## src/rtl/dec_sched_pkg.sv

```systemverilog
`default_nettype none
// ---------------------------------------------------------------------------
// dec_sched_pkg : shared types and constants for decompressor_job_scheduler
// Rev 1.0
// ---------------------------------------------------------------------------
package dec_sched_pkg;

  localparam int COM_LEN_W = 35;
  localparam int DEC_LEN_W = 32;
  localparam int JOB_LEN_W = COM_LEN_W + DEC_LEN_W;

  typedef enum logic [2:0] {
    IDLE   = 3'd0,
    META   = 3'd1,
    START  = 3'd2,
    RUN    = 3'd3,
    REPORT = 3'd4
  } state_e;

  localparam logic [1:0] STAT_OK      = 2'd0;
  localparam logic [1:0] STAT_ZERO    = 2'd1;
  localparam logic [1:0] STAT_TIMEOUT = 2'd2;

  // Queue entry is {id, job_len_t}; the id width is a top-level parameter.
  typedef struct packed {
    logic [COM_LEN_W-1:0] com_len;
    logic [DEC_LEN_W-1:0] dec_len;
  } job_len_t;

  function automatic logic [31:0] sat_inc(input logic [31:0] v);
    return (v == 32'hFFFF_FFFF) ? v : v + 32'd1;
  endfunction

endpackage
`default_nettype wire

```

## src/rtl/dec_sched_fifo.sv

```systemverilog
`default_nettype none
// ---------------------------------------------------------------------------
// dec_sched_fifo : shift-register FWFT job queue, head entry is a register
// Rev 1.0
// ---------------------------------------------------------------------------
module dec_sched_fifo #(
  parameter int DEPTH = 4,
  parameter int WIDTH = 75
) (
  input  logic             clk,
  input  logic             rst_n,
  input  logic             push_i,
  input  logic             pop_i,
  input  logic [WIDTH-1:0] din_i,
  output logic [WIDTH-1:0] dout_o,
  output logic             full_o,
  output logic             empty_o
);

  localparam int CW = $clog2(DEPTH) + 1;

  logic [WIDTH-1:0] mem_q [DEPTH];
  logic [CW-1:0]    count_q;
  logic [CW-1:0]    count_d;
  logic [CW-1:0]    wr_idx;
  logic             push_ok;
  logic             pop_ok;

  assign full_o  = (count_q == CW'(DEPTH));
  assign empty_o = (count_q == '0);
  assign dout_o  = mem_q[0];

  // A pop frees a slot, so a push is accepted while full when popping.
  assign pop_ok  = pop_i && !empty_o;
  assign push_ok = push_i && (!full_o || pop_ok);
  assign wr_idx  = pop_ok ? count_q - CW'(1) : count_q;
  assign count_d = count_q + CW'(push_ok) - CW'(pop_ok);

  always_ff @(posedge clk) begin
    if (!rst_n) begin
      count_q <= '0;
      for (int i = 0; i < DEPTH; i++) mem_q[i] <= '0;
    end else begin
      count_q <= count_d;
      if (pop_ok) begin
        for (int i = 0; i < DEPTH - 1; i++) mem_q[i] <= mem_q[i+1];
      end
      if (push_ok) mem_q[wr_idx[CW-2:0]] <= din_i;
    end
  end

endmodule
`default_nettype wire

```

## src/rtl/decompressor_job_scheduler.sv

```systemverilog
`default_nettype none
// ---------------------------------------------------------------------------
// decompressor_job_scheduler : queues jobs and sequences them through one
// decompressor wrapper. Optional RUN watchdog: DEC_SCHED_TIMEOUT_EN. Rev 1.0
// ---------------------------------------------------------------------------
module decompressor_job_scheduler
  import dec_sched_pkg::*;
#(
  parameter int FIFO_DEPTH     = 4,
  parameter int ID_W           = 8,
  parameter int TIMEOUT_CYCLES = 1048576
) (
  input  logic                 clk,
  input  logic                 rst_n,
  input  logic                 job_valid,
  output logic                 job_ready,
  input  logic [ID_W-1:0]      job_id,
  input  logic [COM_LEN_W-1:0] job_com_len,
  input  logic [DEC_LEN_W-1:0] job_dec_len,
  output logic                 cmp_valid,
  input  logic                 cmp_ready,
  output logic [ID_W-1:0]      cmp_id,
  output logic [31:0]          cmp_beats,
  output logic [1:0]           cmp_status,
  output logic                 dec_meta_valid,
  input  logic                 dec_meta_ready,
  output logic [COM_LEN_W-1:0] dec_com_len,
  output logic [DEC_LEN_W-1:0] dec_dec_len,
  output logic                 dec_start,
  input  logic                 dec_done,
  input  logic                 dec_out_valid,
  input  logic                 dec_out_ready,
  output logic                 busy
);

  localparam int REC_W = ID_W + JOB_LEN_W;

  if (FIFO_DEPTH < 2 || (FIFO_DEPTH & (FIFO_DEPTH - 1)) != 0) begin : g_bad_depth
    $error("FIFO_DEPTH must be a power of two and at least 2");
  end
  if (TIMEOUT_CYCLES < 1) begin : g_bad_timeout
    $error("TIMEOUT_CYCLES must be at least 1");
  end

  state_e                 state_q, state_d;
  logic [ID_W-1:0]        id_q, id_d;
  logic [COM_LEN_W-1:0]   com_q, com_d;
  logic [DEC_LEN_W-1:0]   dec_q, dec_d;
  logic [31:0]            beats_q, beats_d;
  logic [1:0]             status_q, status_d;
  logic                   first_q, first_d;

  logic                   fifo_push, fifo_pop, fifo_full, fifo_empty;
  logic [REC_W-1:0]       fifo_dout;
  logic [ID_W-1:0]        head_id;
  job_len_t               head_len;
  logic                   can_start;

  assign {head_id, head_len} = fifo_dout;

`ifdef DEC_SCHED_TIMEOUT_EN
  localparam logic [31:0] TMO_LAST = 32'(TIMEOUT_CYCLES - 1);
  logic [31:0] tmo_q, tmo_d;
  logic        wait_done_q, wait_done_d;
  // After a timeout the wrapper is still busy; hold off until it finishes.
  assign can_start = !wait_done_q;
`else
  assign can_start = 1'b1;
`endif

  assign fifo_pop  = (state_q == IDLE) && !fifo_empty && can_start;
  assign job_ready = !fifo_full || fifo_pop;
  assign fifo_push = job_valid && job_ready;

  dec_sched_fifo #(
    .DEPTH (FIFO_DEPTH),
    .WIDTH (REC_W)
  ) u_fifo (
    .clk     (clk),
    .rst_n   (rst_n),
    .push_i  (fifo_push),
    .pop_i   (fifo_pop),
    .din_i   ({job_id, job_com_len, job_dec_len}),
    .dout_o  (fifo_dout),
    .full_o  (fifo_full),
    .empty_o (fifo_empty)
  );

  always_comb begin
    state_d  = state_q;
    id_d     = id_q;
    com_d    = com_q;
    dec_d    = dec_q;
    beats_d  = beats_q;
    status_d = status_q;
    first_d  = first_q;
`ifdef DEC_SCHED_TIMEOUT_EN
    tmo_d       = (state_q == RUN) ? tmo_q + 32'd1 : '0;
    wait_done_d = wait_done_q && !dec_done;
`endif
    case (state_q)
      IDLE: begin
        if (fifo_pop) begin
          id_d    = head_id;
          com_d   = head_len.com_len;
          dec_d   = head_len.dec_len;
          beats_d = '0;
          if (head_len.dec_len == '0) begin
            status_d = STAT_ZERO;
            state_d  = REPORT;
          end else begin
            state_d  = META;
          end
        end
      end
      META: begin
        if (dec_meta_ready) state_d = START;
      end
      START: begin
        beats_d = '0;
        first_d = 1'b1;
        state_d = RUN;
      end
      RUN: begin
        first_d = 1'b0;
        if (dec_out_valid && dec_out_ready) beats_d = sat_inc(beats_q);
        // The wrapper registers start, so done is not trusted in the first cycle.
        if (!first_q && dec_done) begin
          status_d = STAT_OK;
          state_d  = REPORT;
        end
`ifdef DEC_SCHED_TIMEOUT_EN
        else if (tmo_q == TMO_LAST) begin
          status_d    = STAT_TIMEOUT;
          state_d     = REPORT;
          wait_done_d = 1'b1;
        end
`endif
      end
      REPORT: begin
        if (cmp_ready) state_d = IDLE;
      end
      default: state_d = IDLE;
    endcase
  end

  always_ff @(posedge clk) begin
    if (!rst_n) begin
      state_q  <= IDLE;
      id_q     <= '0;
      com_q    <= '0;
      dec_q    <= '0;
      beats_q  <= '0;
      status_q <= STAT_OK;
      first_q  <= 1'b0;
    end else begin
      state_q  <= state_d;
      id_q     <= id_d;
      com_q    <= com_d;
      dec_q    <= dec_d;
      beats_q  <= beats_d;
      status_q <= status_d;
      first_q  <= first_d;
    end
  end

`ifdef DEC_SCHED_TIMEOUT_EN
  always_ff @(posedge clk) begin
    if (!rst_n) begin
      tmo_q       <= '0;
      wait_done_q <= 1'b0;
    end else begin
      tmo_q       <= tmo_d;
      wait_done_q <= wait_done_d;
    end
  end
`endif

  assign dec_meta_valid = (state_q == META);
  assign dec_start      = (state_q == START);
  assign dec_com_len    = com_q;
  assign dec_dec_len    = dec_q;
  assign cmp_valid      = (state_q == REPORT);
  assign cmp_id         = id_q;
  assign cmp_beats      = beats_q;
  assign cmp_status     = status_q;
  assign busy           = (state_q != IDLE) || !fifo_empty;

endmodule
`default_nettype wire

```

## config.mk

```make
export PLATFORM = sky130hd
export DESIGN_NAME = decompressor_job_scheduler
export DESIGN_NICKNAME = d
export VERILOG_FILES = /design/src/rtl/dec_sched_pkg.sv /design/src/rtl/dec_sched_fifo.sv /design/src/rtl/decompressor_job_scheduler.sv
export SDC_FILE = /design/constraint.sdc
export NUM_CORES = 1
export LEC_CHECK = 0
export ABC_AREA = 1
export ABC_CLOCK_PERIOD_IN_PS = 5100
export CORE_ASPECT_RATIO = 2
export CORE_UTILIZATION = 50
export CTS_BUF_LIST = sky130_fd_sc_hd__clkbuf_8
export CTS_CLUSTER_SIZE = 25
export DETAILED_ROUTE_END_ITERATION = 10
export PLACE_DENSITY = 0.78
export SYNTH_ARGS = -nofsm -noshare
export SYNTH_HDL_FRONTEND = slang
export SYNTH_HIERARCHICAL = 1
export SYNTH_SLANG_ARGS = --single-unit
```

## constraint.sdc

```tcl
create_clock -name clk -period 5.1 [get_ports clk]
set_input_delay 1.275 -clock clk [delete_from_list [all_inputs] [get_ports clk]]
set_output_delay 1.275 -clock clk [all_outputs]
set_load 0.03 [all_outputs]
```

# == Word level (Yosys, flattened, before mapping) ==
# Memories as Yosys holds them, arrays and structs flattened.
# Index checks and enable logic that the tools add are counted.
# W data, S select, Z words.
# word_totals
reg_bits,116
ram_bits,300
output_inout_bits,114
elab_cells,82
mem_count,1
# mem_list
memory,words,word_bits,rd,rd_ports_with_merged_regs,write_ports,line_no,text
u_fifo.mem_q,4,75,4,0,4,dec_sched_fifo.sv:22,logic [WIDTH-1:0] mem_q [DEPTH];
# classes
n_addsub,4
n_eq_ne,13
n_mux,29
bitwise_logic,3
n_reduce_logical,24
# op_table
op,n
$mux W75,4
$mux W32,3
$pmux W32 S3,1
$reduce_or A75 Y1,1
$add A32 B1 Y32 const B,1
$eq A32 B32 Y1 const B,1
$logic_not A32 Y1,1
$mux W3,5
$pmux W3 S5,1
$reduce_and A4 Y1,3
$mux W2,5
$mux W1,8
$ne A2 B2 Y1 const B,4
$eq A3 B2 Y1 const B,2
$eq A3 B3 Y1 const B,2
$logic_and A1 B1 Y1,6
$logic_not A3 Y1,2
$ne A2 B1 Y1 const B,3
$reduce_bool A3 Y1,2
$pmux W2 S2,1
$reduce_bool A2 Y1,2
$add A3 B1 Y3,1
$eq A3 B1 Y1 const B,1
$logic_not A1 Y1,3
6 further kinds,10

# == Longest topological paths before layout ==
# Gate-level depths: netlist of run 1.
# depth
ltp_word,11
ltp_mapped,17

# == By module ==
# The synthesis of run 1 kept the hierarchy.
# modules_own_cells
mod,n_inst,cells_per_inst,area_each_um2
dec_sched_fifo,1,1735,15006.9
decompressor_job_scheduler,1,840,5353.9

# == Worst setup path after synthesis of run 1 ==
# No wires, ideal clock.
# synth_path
kind,register to register
start,reg u_fifo.count_q[0]
end,"mem u_fifo.mem_q[3][0], enable pin"
setup_time_ps,436
t_arrival_ps,3984
slack_ps,680
path_stages_with_launch,16
n_path_buf,4
period_less_slack_ps,4420
cell_sequence,dfxtp_1 > inv_1 > ha_1 > nand2_4 > inv_1 > inv_1 > nand2_1 > buf_2 > buf_2 > a21boi_0 > nand3_1 > nor2_2 > nand2_2 > buf_6 > buf_6 > nand2_1
# synth_lines
item,line_no,text
start: declaration,dec_sched_fifo.sv:23,logic [CW-1:0] count_q;
start signal: assignment,dec_sched_fifo.sv:44,count_q <= count_d;
end: declaration,dec_sched_fifo.sv:22,

# == Final worst setup path of run 1 ==
# layout_path
start,reg u_fifo.count_q[0]
end,out job_ready
# layout_via
elab_chain_cells,4
word_cells_on_any_way,6
# layout_rtl
item,line_no,text
$logic_not A3 Y1,dec_sched_fifo.sv:30,assign empty_o = (count_q == '0);
via fifo_empty,decompressor_job_scheduler.sv:53,"logic fifo_push, fifo_pop, fifo_full, fifo_empty;"
$logic_not A1 Y1,decompressor_job_scheduler.sv:71,assign fifo_pop = (state_q == IDLE) && !fifo_empty && can_start;
$logic_and A1 B1 Y1,decompressor_job_scheduler.sv:71,
$logic_or A1 B1 Y1,decompressor_job_scheduler.sv:72,assign job_ready = !fifo_full || fifo_pop;
end: declaration,decompressor_job_scheduler.sv:16,"output logic job_ready,"
# The timed path passes the listed nets, and every way through them passes these cells.

==> flow_summary.rst, run 1 <==
.. list-table::
   :header-rows: 1

   * - Metric
     - Value
   * - Start of the worst register-to-register path
     - u_fifo/count_q[1]$_SDFF_PN0_
   * - Critical path endpoint category
     - primary output
   * - Pwr/cell area
     - 551.9 mW/mm^2
   * - Die ar.
     - 0.04158 sq mm
   * - Static leakage power
     - 10.60 nW
   * - Total power
     - 13.12 mW
   * - Wire length of the first global-routing pass
     - 85090 um
   * - Count of antenna-violating nets left after detailed routing
     - 0
   * - Logic gate share of total power
     - 0.392
   * - Drt total wl
     - 53050 um
   * - Final RePlAce weighted congestion
     - 0.8997
   * - Unrepaired setup endpoints after global routing
     - no
   * - Vias per std cell
     - 5.185
   * - Depth of the worst register-to-register path
     - 13
   * - Clock tree from TritonCTS
     - yes
   * - Required time worst endpoint
     - 3.83 ns
   * - Starting utilization of the core area
     - 0.5064
   * - Total cell area at the placement stage
     - 0.02256 sq mm
   * - Count of nets after finishing
     - 2800
   * - Setup slack after placement
     - 1.026 ns
   * - Overflow after GRT
     - 0
   * - Core Area
     - 0.04021 sq mm
   * - Status
     - finished clean
   * - CP Data Arrival Time
     - 2.58 ns
   * - Count of port buffers added during placement
     - 195
   * - Setup slack, reg-to-reg
     - 1.38 ns
   * - Fillcell total
     - 3497
   * - Count of flip-flops with a built-in enable after synthesis
     - 300
   * - Proportion of register bits with asynchronous set or reset after synthesis
     - 0
   * - Relative contribution of sequential cells to total power
     - 0.404
   * - Max-slew headroom at the worst pin
     - 0.1944
   * - Quantity of gates resized following cts
     - 0
   * - Tightest Pin Transition
     - 1.208 ns
   * - Deepest level of the CTS H-tree
     - 2
   * - Maximum Capacitance Violations
     - 0
   * - Synthesized cell area
     - 0.02036 sq mm
   * - HP Start
     - dec_com_len[34]$_SDFFE_PN0P_
   * - Area delta synth->final
     - 16.78%
   * - Startpoint-to-endpoint class of the critical path
     - flop to primary output
   * - Maximum number of pins on one net before global-route repair
     - 109
   * - Height of the chip
     - 287.4 um
   * - Warning count from the yosys run
     - 6
   * - Reg2Reg Capture Point
     - u_fifo/mem_q[1][57]$_DFFE_PP_
   * - Hold/Removal Path Class
     - flop to flop
   * - Final hold violations
     - 0
   * - Number of buffers created by CTS
     - 59
   * - WHS
     - 0.4639 ns
   * - Crit start category
     - flop
   * - Buffer levels on the longest clock path
     - 3
   * - Share of the clock period used by the worst path
     - 0.7561
   * - Maximum achievable frequency
     - 259.3 MHz
   * - Internal power
     - 7.652 mW
   * - Largest fanout on the critical path
     - 22
   * - Layout Utilization
     - 0.5913
   * - Total net switching power
     - 5.471 mW
   * - Top-level port count
     - 197
   * - Fraction of final layout cells with drive strength greater than 1
     - 0.05105
   * - Max-slew violation count
     - 0
   * - Unique cell type count in the Yosys netlist
     - 34
   * - First drt pass iteration count
     - 8
   * - Number of antenna violations at the first check in global routing
     - 3
   * - Width of the die
     - 144.7 um
   * - Average wire length per cell after detail routing
     - 16.10 um
   * - Starting DRT DRC Count
     - 1281
   * - Summed negative setup slack over all endpoints
     - 0 ns
   * - Relative contribution of the clock network to total power
     - 0.204
   * - Number of endpoints failing setup at the final stage
     - 0
   * - Std cell rows
     - 104
   * - Total clock sinks
     - 415
   * - Vias after detailed routing
     - 17080
   * - Hold Crit Endpoint
     - dec_com_len[34]$_SDFFE_PN0P_
   * - Finished Layout Cells
     - 3295
   * - Post-CTS clock slew at the launch and capture registers of the worst setup and hold paths
     - 0.07 ns
   * - Post-DP HPWL
     - 33450 um
   * - Final critical delay including setup and external delays
     - 3.856 ns
   * - Proportion of synthesized chip area in sequential cells
     - 0.5555
   * - Cell total after placement
     - 3182
   * - Number of standard cells after synthesis
     - 2575
   * - Post-CTS Repair Setup Buffers
     - 0
   * - Syn Nets
     - 2662
   * - Post-route clock skew
     - 0.01987 ns
   * - Cell depth of the worst hold path
     - 2
   * - Yosys reg bits
     - 415
   * - Main synth FF type
     - sky130_fd_sc_hd__edfxtp_1
   * - Avg Inst Size Synth
     - 7.907 sq um
   * - Clock Tree Root
     - sky130_fd_sc_hd__clkbuf_8
   * - Smallest setup slack after layout
     - 1.244 ns
   * - Sw frac
     - 0.4169
   * - Final cell area excluding filler cells
     - 0.02378 sq mm
   * - Clock latency of the later-clocked register in the worst-skew pair
     - 0.63 ns
   * - IR Drop Worst-Case VDD
     - 0.5117 mV
   * - Overall Global Routing Usage
     - 0.2616
   * - Post-cts hold buffer count
     - 0
   * - Via count of the first global-routing pass
     - 17060
   * - DRC violations left
     - 0
[cell families (layout without fill, tap and decap cells)]
kind of cell / Yosys count / count (layout) / share of synthesized area
and+or+nand+nor: 1497 / 1497 / 0.2995
buffers and inverters: 530 / 717 / 0.1090
DFF: 415 / 415 / 0.5555
AOI/OAI and AO/OA: 127 / 127 / 0.03257
adders and majority gates: 4 / 4 / 0.002827
other: 1 / 4 / 0.0001842
xor gates and xnor gates: 1 / 1 / 0.0004302
[synth_stat cells (4+ instances only)]
| master | n | area share |
|---|---|---|
| sky130_fd_sc_hd__dfxtp_1 | 115 | 0.11 |
| sky130_fd_sc_hd__nand2_1 | 788 | 0.15 |
| sky130_fd_sc_hd__inv_2 | 4 | 0.00074 |
| sky130_fd_sc_hd__nand4_1 | 16 | 0.0049 |
| sky130_fd_sc_hd__clkbuf_1 | 35 | 0.0065 |
| sky130_fd_sc_hd__o21bai_1 | 10 | 0.0037 |
| sky130_fd_sc_hd__nand2_2 | 6 | 0.0018 |
| sky130_fd_sc_hd__nand3_1 | 252 | 0.062 |
| sky130_fd_sc_hd__buf_1 | 11 | 0.0020 |
| sky130_fd_sc_hd__nor2_1 | 415 | 0.077 |
| sky130_fd_sc_hd__inv_1 | 383 | 0.071 |
| sky130_fd_sc_hd__buf_2 | 67 | 0.016 |
| sky130_fd_sc_hd__o21ai_0 | 10 | 0.0025 |
| sky130_fd_sc_hd__buf_4 | 21 | 0.0077 |
| sky130_fd_sc_hd__edfxtp_1 | 300 | 0.44 |
| sky130_fd_sc_hd__a21oi_1 | 105 | 0.026 |
| sky130_fd_sc_hd__buf_6 | 9 | 0.0050 |
[sequential cells by signal, indices dropped and copies added (netlist names)]
| signal | flops |
|---|---|
| u_fifo/mem_q | 300 |
| dec_com_len | 35 |
| cmp_id | 8 |
| u_fifo/count_q | 3 |
| cmp_status | 1 |
| dec_dec_len | 32 |
| cmp_beats | 32 |
| state_q | 3 |
| first_q | 1 |
[cell type report]
type	instances	area, sq um	share of cell area
Clock inverter	43	282.8	0.01189
Timing Repair Buffer	220	2190	0.09209
Tap cell	530	663.1	0.02789
Antenna cell	3	7.507	0.0003157
Inverter	387	1455	0.06120
Multi-Input combinational cell	1630	6945	0.2921
Clock buffer	67	922.1	0.03878
Sequential cell	415	11310	0.4757
[how the worst max path moves through the flow]
| stage | start | to |
|---|---|---|
| 2_1_floorplan | u_fifo/count_q[0]$_SDFF_PN0_ | u_fifo/mem_q[3][0]$_SDFFCE_PN0P_ |
| 3_3_place_gp | job_valid | u_fifo/mem_q[3][62]$_SDFFCE_PN0P_ |
| 3_5_place_dp | job_valid | u_fifo/mem_q[3][57]$_SDFFCE_PN0P_ |
| 4_1_cts | u_fifo/count_q[1]$_SDFF_PN0_ | job_ready |
| 5_1_grt | u_fifo/count_q[1]$_SDFF_PN0_ | job_ready |
| 6_report | u_fifo/count_q[0]$_SDFF_PN0_ | job_ready |
[power by group through the flow]
stage	Clock (mW)	Sequential, mW	Combinational (mW)
3_5_place_dp	0	5.36	5.12
4_1_cts	2.73	5.29	5.14
2_1_floorplan	0	5.73	3.13
3_3_place_gp	0	5.31	4.94
6_report	2.68	5.30	5.15
5_1_grt	2.87	5.39	5.64
[per-layer routing]
layer / share of wire / up-vias / wire length (um) / GRT usage
met5: 0 / - / 0 / 0
met4: 0.049 / 0 / 2598 / 0.1474
met3: 0.076 / 153 / 4009 / 0.04882
met2: 0.52 / 726 / 27750 / 0.4750
met1: 0.35 / 7935 / 18690 / 0.2779
li1: - / 8270 / - / -
[critical path, stage by stage, from the launching register on]
cell and delay (ns):
sky130_fd_sc_hd__dfxtp_1 0.39, sky130_fd_sc_hd__inv_1 0.10, sky130_fd_sc_hd__ha_1 0.26, sky130_fd_sc_hd__nand2_4 0.12
sky130_fd_sc_hd__inv_1 0.06, sky130_fd_sc_hd__inv_1 0.09, sky130_fd_sc_hd__nand2_4 0.16, sky130_fd_sc_hd__nand2_1 0.10
sky130_fd_sc_hd__clkdlybuf4s50_1 0.69
[layout by cell type (no fill, tap or decap), types with 3 or more instances in the layout]
cell type,count
sky130_fd_sc_hd__nand2_1,782
sky130_fd_sc_hd__nor2_1,415
sky130_fd_sc_hd__inv_1,405
sky130_fd_sc_hd__edfxtp_1,300
sky130_fd_sc_hd__nand3_1,250
sky130_fd_sc_hd__clkdlybuf4s50_1,195
sky130_fd_sc_hd__dfxtp_1,115
sky130_fd_sc_hd__a21oi_1,105
sky130_fd_sc_hd__clkbuf_8,67
sky130_fd_sc_hd__buf_4,21
sky130_fd_sc_hd__nand4_1,16
sky130_fd_sc_hd__clkinv_2,12
sky130_fd_sc_hd__o21ai_0,10
sky130_fd_sc_hd__o21bai_1,10
sky130_fd_sc_hd__nand2_4,9
sky130_fd_sc_hd__nand3_4,5
sky130_fd_sc_hd__clkinv_1,4
sky130_fd_sc_hd__bufinv_16,4
sky130_fd_sc_hd__inv_2,4
sky130_fd_sc_hd__buf_12,4
sky130_fd_sc_hd__diode_2,3
sky130_fd_sc_hd__nor3_1,3
sky130_fd_sc_hd__nand2_2,3
sky130_fd_sc_hd__nor2_4,3
sky130_fd_sc_hd__or2_2,3
sky130_fd_sc_hd__ha_1,3
No activity file was read; power rests on OpenSTA's default activity.
==> inputs of run 2 (changes only) <==
--- a/config.mk
+++ b/config.mk
@@ -6,7 +6,7 @@
 export NUM_CORES = 1
 export LEC_CHECK = 0
 export ABC_AREA = 1
-export ABC_CLOCK_PERIOD_IN_PS = 5100
+export ABC_CLOCK_PERIOD_IN_PS = 4000
 export CORE_ASPECT_RATIO = 2
 export CORE_UTILIZATION = 50
 export CTS_BUF_LIST = sky130_fd_sc_hd__clkbuf_8
==> constraint.sdc (replaced) <==
create_clock -name clk -period 4 [get_ports clk]
set_input_delay 1 -clock clk [delete_from_list [all_inputs] [get_ports clk]]
set_output_delay 1 -clock clk [all_outputs]
set_load 0.03 [all_outputs]
==> flow_summary.rst, run 2 (synthesized netlist as in run 1, its figures left out) <==
.. list-table::
   :header-rows: 1

   * - Metric
     - Value
   * - Number of endpoints failing setup at the final stage
     - 0 (unchanged)
   * - Average wire length per cell after detail routing
     - 16.51 um (+2.6%)
   * - Summed negative setup slack over all endpoints
     - 0 ns (unchanged)
   * - Clock Tree Root
     - sky130_fd_sc_hd__clkbuf_8
   * - Max-slew headroom at the worst pin
     - 0.3776 (+0.1832)
   * - Unrepaired setup endpoints after global routing
     - no
   * - Clock latency of the later-clocked register in the worst-skew pair
     - 0.64 ns (about the same)
   * - Pwr/cell area
     - 702.9 mW/mm^2 (+27%)
   * - Wire length of the first global-routing pass
     - 85570 um (+0.57%)
   * - Max-slew violation count
     - 0 (unchanged)
   * - Number of antenna violations at the first check in global routing
     - 3 (unchanged)
   * - Fraction of final layout cells with drive strength greater than 1
     - 0.05130 (+0.0002506)
   * - Maximum Capacitance Violations
     - 0 (unchanged)
   * - Post-CTS Repair Setup Buffers
     - 0 (unchanged)
   * - Commonest cells after routing, fill and taps aside
     - sky130_fd_sc_hd__nand2_1, sky130_fd_sc_hd__nor2_1, sky130_fd_sc_hd__inv_1, sky130_fd_sc_hd__edfxtp_1, sky130_fd_sc_hd__nand3_1
   * - Via count of the first global-routing pass
     - 16850 (-1.3%)
   * - Buffer levels on the longest clock path
     - 3 (unchanged)
   * - Cell type of the slowest stage on the worst timing path
     - sky130_fd_sc_hd__clkdlybuf4s50_1
   * - Static leakage power
     - 10.59 nW (about the same)
   * - Vias per std cell
     - 5.186 (about the same)
   * - Quantity of gates resized following cts
     - 0 (unchanged)
   * - Hold/Removal Path Class
     - flop to flop
   * - Final RePlAce weighted congestion
     - 0.9671 (+7.5%)
   * - Cell depth of the worst hold path
     - 2 (unchanged)
   * - CP Data Arrival Time
     - 2.58 ns (about the same)
   * - Post-CTS clock slew at the launch and capture registers of the worst setup and hold paths
     - 0.07 ns (about the same)
   * - Register with the highest flop count
     - u_fifo/mem_q
   * - Deepest level of the CTS H-tree
     - 2 (unchanged)
   * - Depth of the worst register-to-register path
     - 14 (+1)
   * - Tightest Pin Transition
     - 0.9336 ns (-0.2748 ns)
   * - IR Drop Worst-Case VDD
     - 0.7038 mV (+38%)
   * - Maximum number of pins on one net before global-route repair
     - 149 (+37%)
   * - Die ar.
     - 0.04158 sq mm (unchanged)
   * - Count of port buffers added during placement
     - 195 (unchanged)
   * - Cell Chain, Critical Path
     - inv_1 > ha_1 > nand2_4 > inv_1 > inv_1 > nand2_4 > nand2_1 > clkdlybuf4s50_1
   * - Vias after detailed routing
     - 17120 (+0.20%)
   * - Area delta synth->final
     - 17.13%
   * - Number of buffers created by CTS
     - 57 (-3.4%)
   * - Post-DP HPWL
     - 34460 um (+3.0%)
   * - Largest fanout on the critical path
     - 6 (-73%)
   * - Post-route clock skew
     - 0.01954 ns (-0.0003317 ns)
   * - Final hold violations
     - 0 (unchanged)
   * - Overall Global Routing Usage
     - 0.2667 (+0.005183)
   * - Top-level port count
     - 197 (unchanged)
   * - Critical path endpoint category
     - primary output
   * - Required time worst endpoint
     - 3.00 ns (-0.83 ns)
   * - Status
     - finished clean
   * - Crit-path most repeated cell
     - sky130_fd_sc_hd__inv_1
   * - Starting utilization of the core area
     - 0.5064 (unchanged)
   * - DRC violations left
     - 0 (unchanged)
   * - Height of the chip
     - 287.4 um (unchanged)
   * - Count of antenna-violating nets left after detailed routing
     - 0 (unchanged)
   * - Count of nets after finishing
     - 2808 (+0.29%)
   * - Final critical delay including setup and external delays
     - 3.584 ns
   * - Crit start category
     - flop
   * - Overflow after GRT
     - 0 (unchanged)
   * - Std cell rows
     - 104 (unchanged)
   * - Post-cts hold buffer count
     - 0 (unchanged)
   * - Total power
     - 16.76 mW (+28%)
   * - First drt pass iteration count
     - 7 (-1)
   * - Share of the clock period used by the worst path
     - 0.8961
   * - Core Area
     - 0.04021 sq mm (unchanged)
   * - Width of the die
     - 144.7 um (unchanged)
   * - Max FFs per register
     - 300 (unchanged)
   * - Total clock sinks
     - 415 (unchanged)
   * - Most common cell after layout, fill and taps aside
     - sky130_fd_sc_hd__nand2_1
   * - Maximum achievable frequency
     - 279.0 MHz
   * - Startpoint-to-endpoint class of the critical path
     - flop to primary output
   * - Drt total wl
     - 54510 um (+2.8%)
   * - Worst stage delay on the critical path
     - 0.76 ns (+0.07 ns)
   * - Fillcell total
     - 3440 (-1.6%)
   * - Starting DRT DRC Count
     - 1452 (+13%)
   * - Clock tree from TritonCTS
     - yes
## run 2: changes by cell type in the layout (fill, tap and decap cells not counted), moves of 2 or more
cell                       previous run  this run
sky130_fd_sc_hd__buf_12               4        13
sky130_fd_sc_hd__clkinv_2            12        10
sky130_fd_sc_hd__clkinv_1             4        16
sky130_fd_sc_hd__clkbuf_8            67        59
sky130_fd_sc_hd__inv_1              405       398
## run 2: final timing paths
kind / from / endpoint / slack, ns
hold reg to reg: dec_com_len[22]$_SDFFE_PN0P_ / dec_com_len[22]$_SDFFE_PN0P_ / 0.46
hold / removal: dec_com_len[22]$_SDFFE_PN0P_ / dec_com_len[22]$_SDFFE_PN0P_ / 0.46
setup reg to reg: u_fifo/count_q[0]$_SDFF_PN0_ / u_fifo/mem_q[3][9]$_SDFFCE_PN0P_ / 0.67
setup / recovery: u_fifo/count_q[0]$_SDFF_PN0_ / job_ready / 0.42
## run 2: where the power goes
| group | internal (mW) | leakage [nW] | total [mW] | switching [mW] |
|---|---|---|---|---|
| Combinational | 1.87 | 5.89 | 6.80 | 4.93 |
| Sequential | 6.22 | 4.08 | 6.76 | 0.540 |
| Clock | 1.57 | 0.618 | 3.20 | 1.64 |
## run 2: routing by layer
metal	vias up	GRT usage	routed length, um
met1	7954	0.2848	19100
li1	8291	-	-
met5	-	0	0
met3	150	0.05048	4239
met4	0	0.1503	2545
met2	723	0.4825	28630
## run 2: final cells by class
type,instances,area [sq um],share of cell area
sequential,415,11310,0.4743
tap,530,663.1,0.02781
clock inverter,47,277.8,0.01165
timing repair buffer,230,2377,0.09968
antenna,3,7.507,0.0003148
clock buffer,59,812.0,0.03405
inverter,387,1455,0.06101
multi-input combinational,1630,6945,0.2912
## run 2: critical path: cells and delay by family, from the launching register on
| kind | cells | cell delay [ns] |
|---|---|---|
| fa+ha+maj | 1 | 0.28 |
| buf+inv | 4 | 1.02 |
| flops | 1 | 0.40 |
| simple gates | 3 | 0.27 |
## run 2: metrics by stage
stage / worst slack [ns] / cells / area, sq um / utilization / hold WS (ns)
global placement: 0.6031 / 3192 / 22750 / 0.5658 / 0.4534
floorplan: 0.3152 / 2575 / 20370 / - / 0.4685
finish: 0.4156 / 3301 / 23850 / 0.5931 / 0.4644
detailed placement: 0.5252 / 3192 / 22750 / 0.5658 / 0.4569
CTS: 0.3757 / 3298 / 23840 / 0.5929 / 0.4671
global route: 0.3042 / 3301 / 23850 / 0.5931 / 0.4878
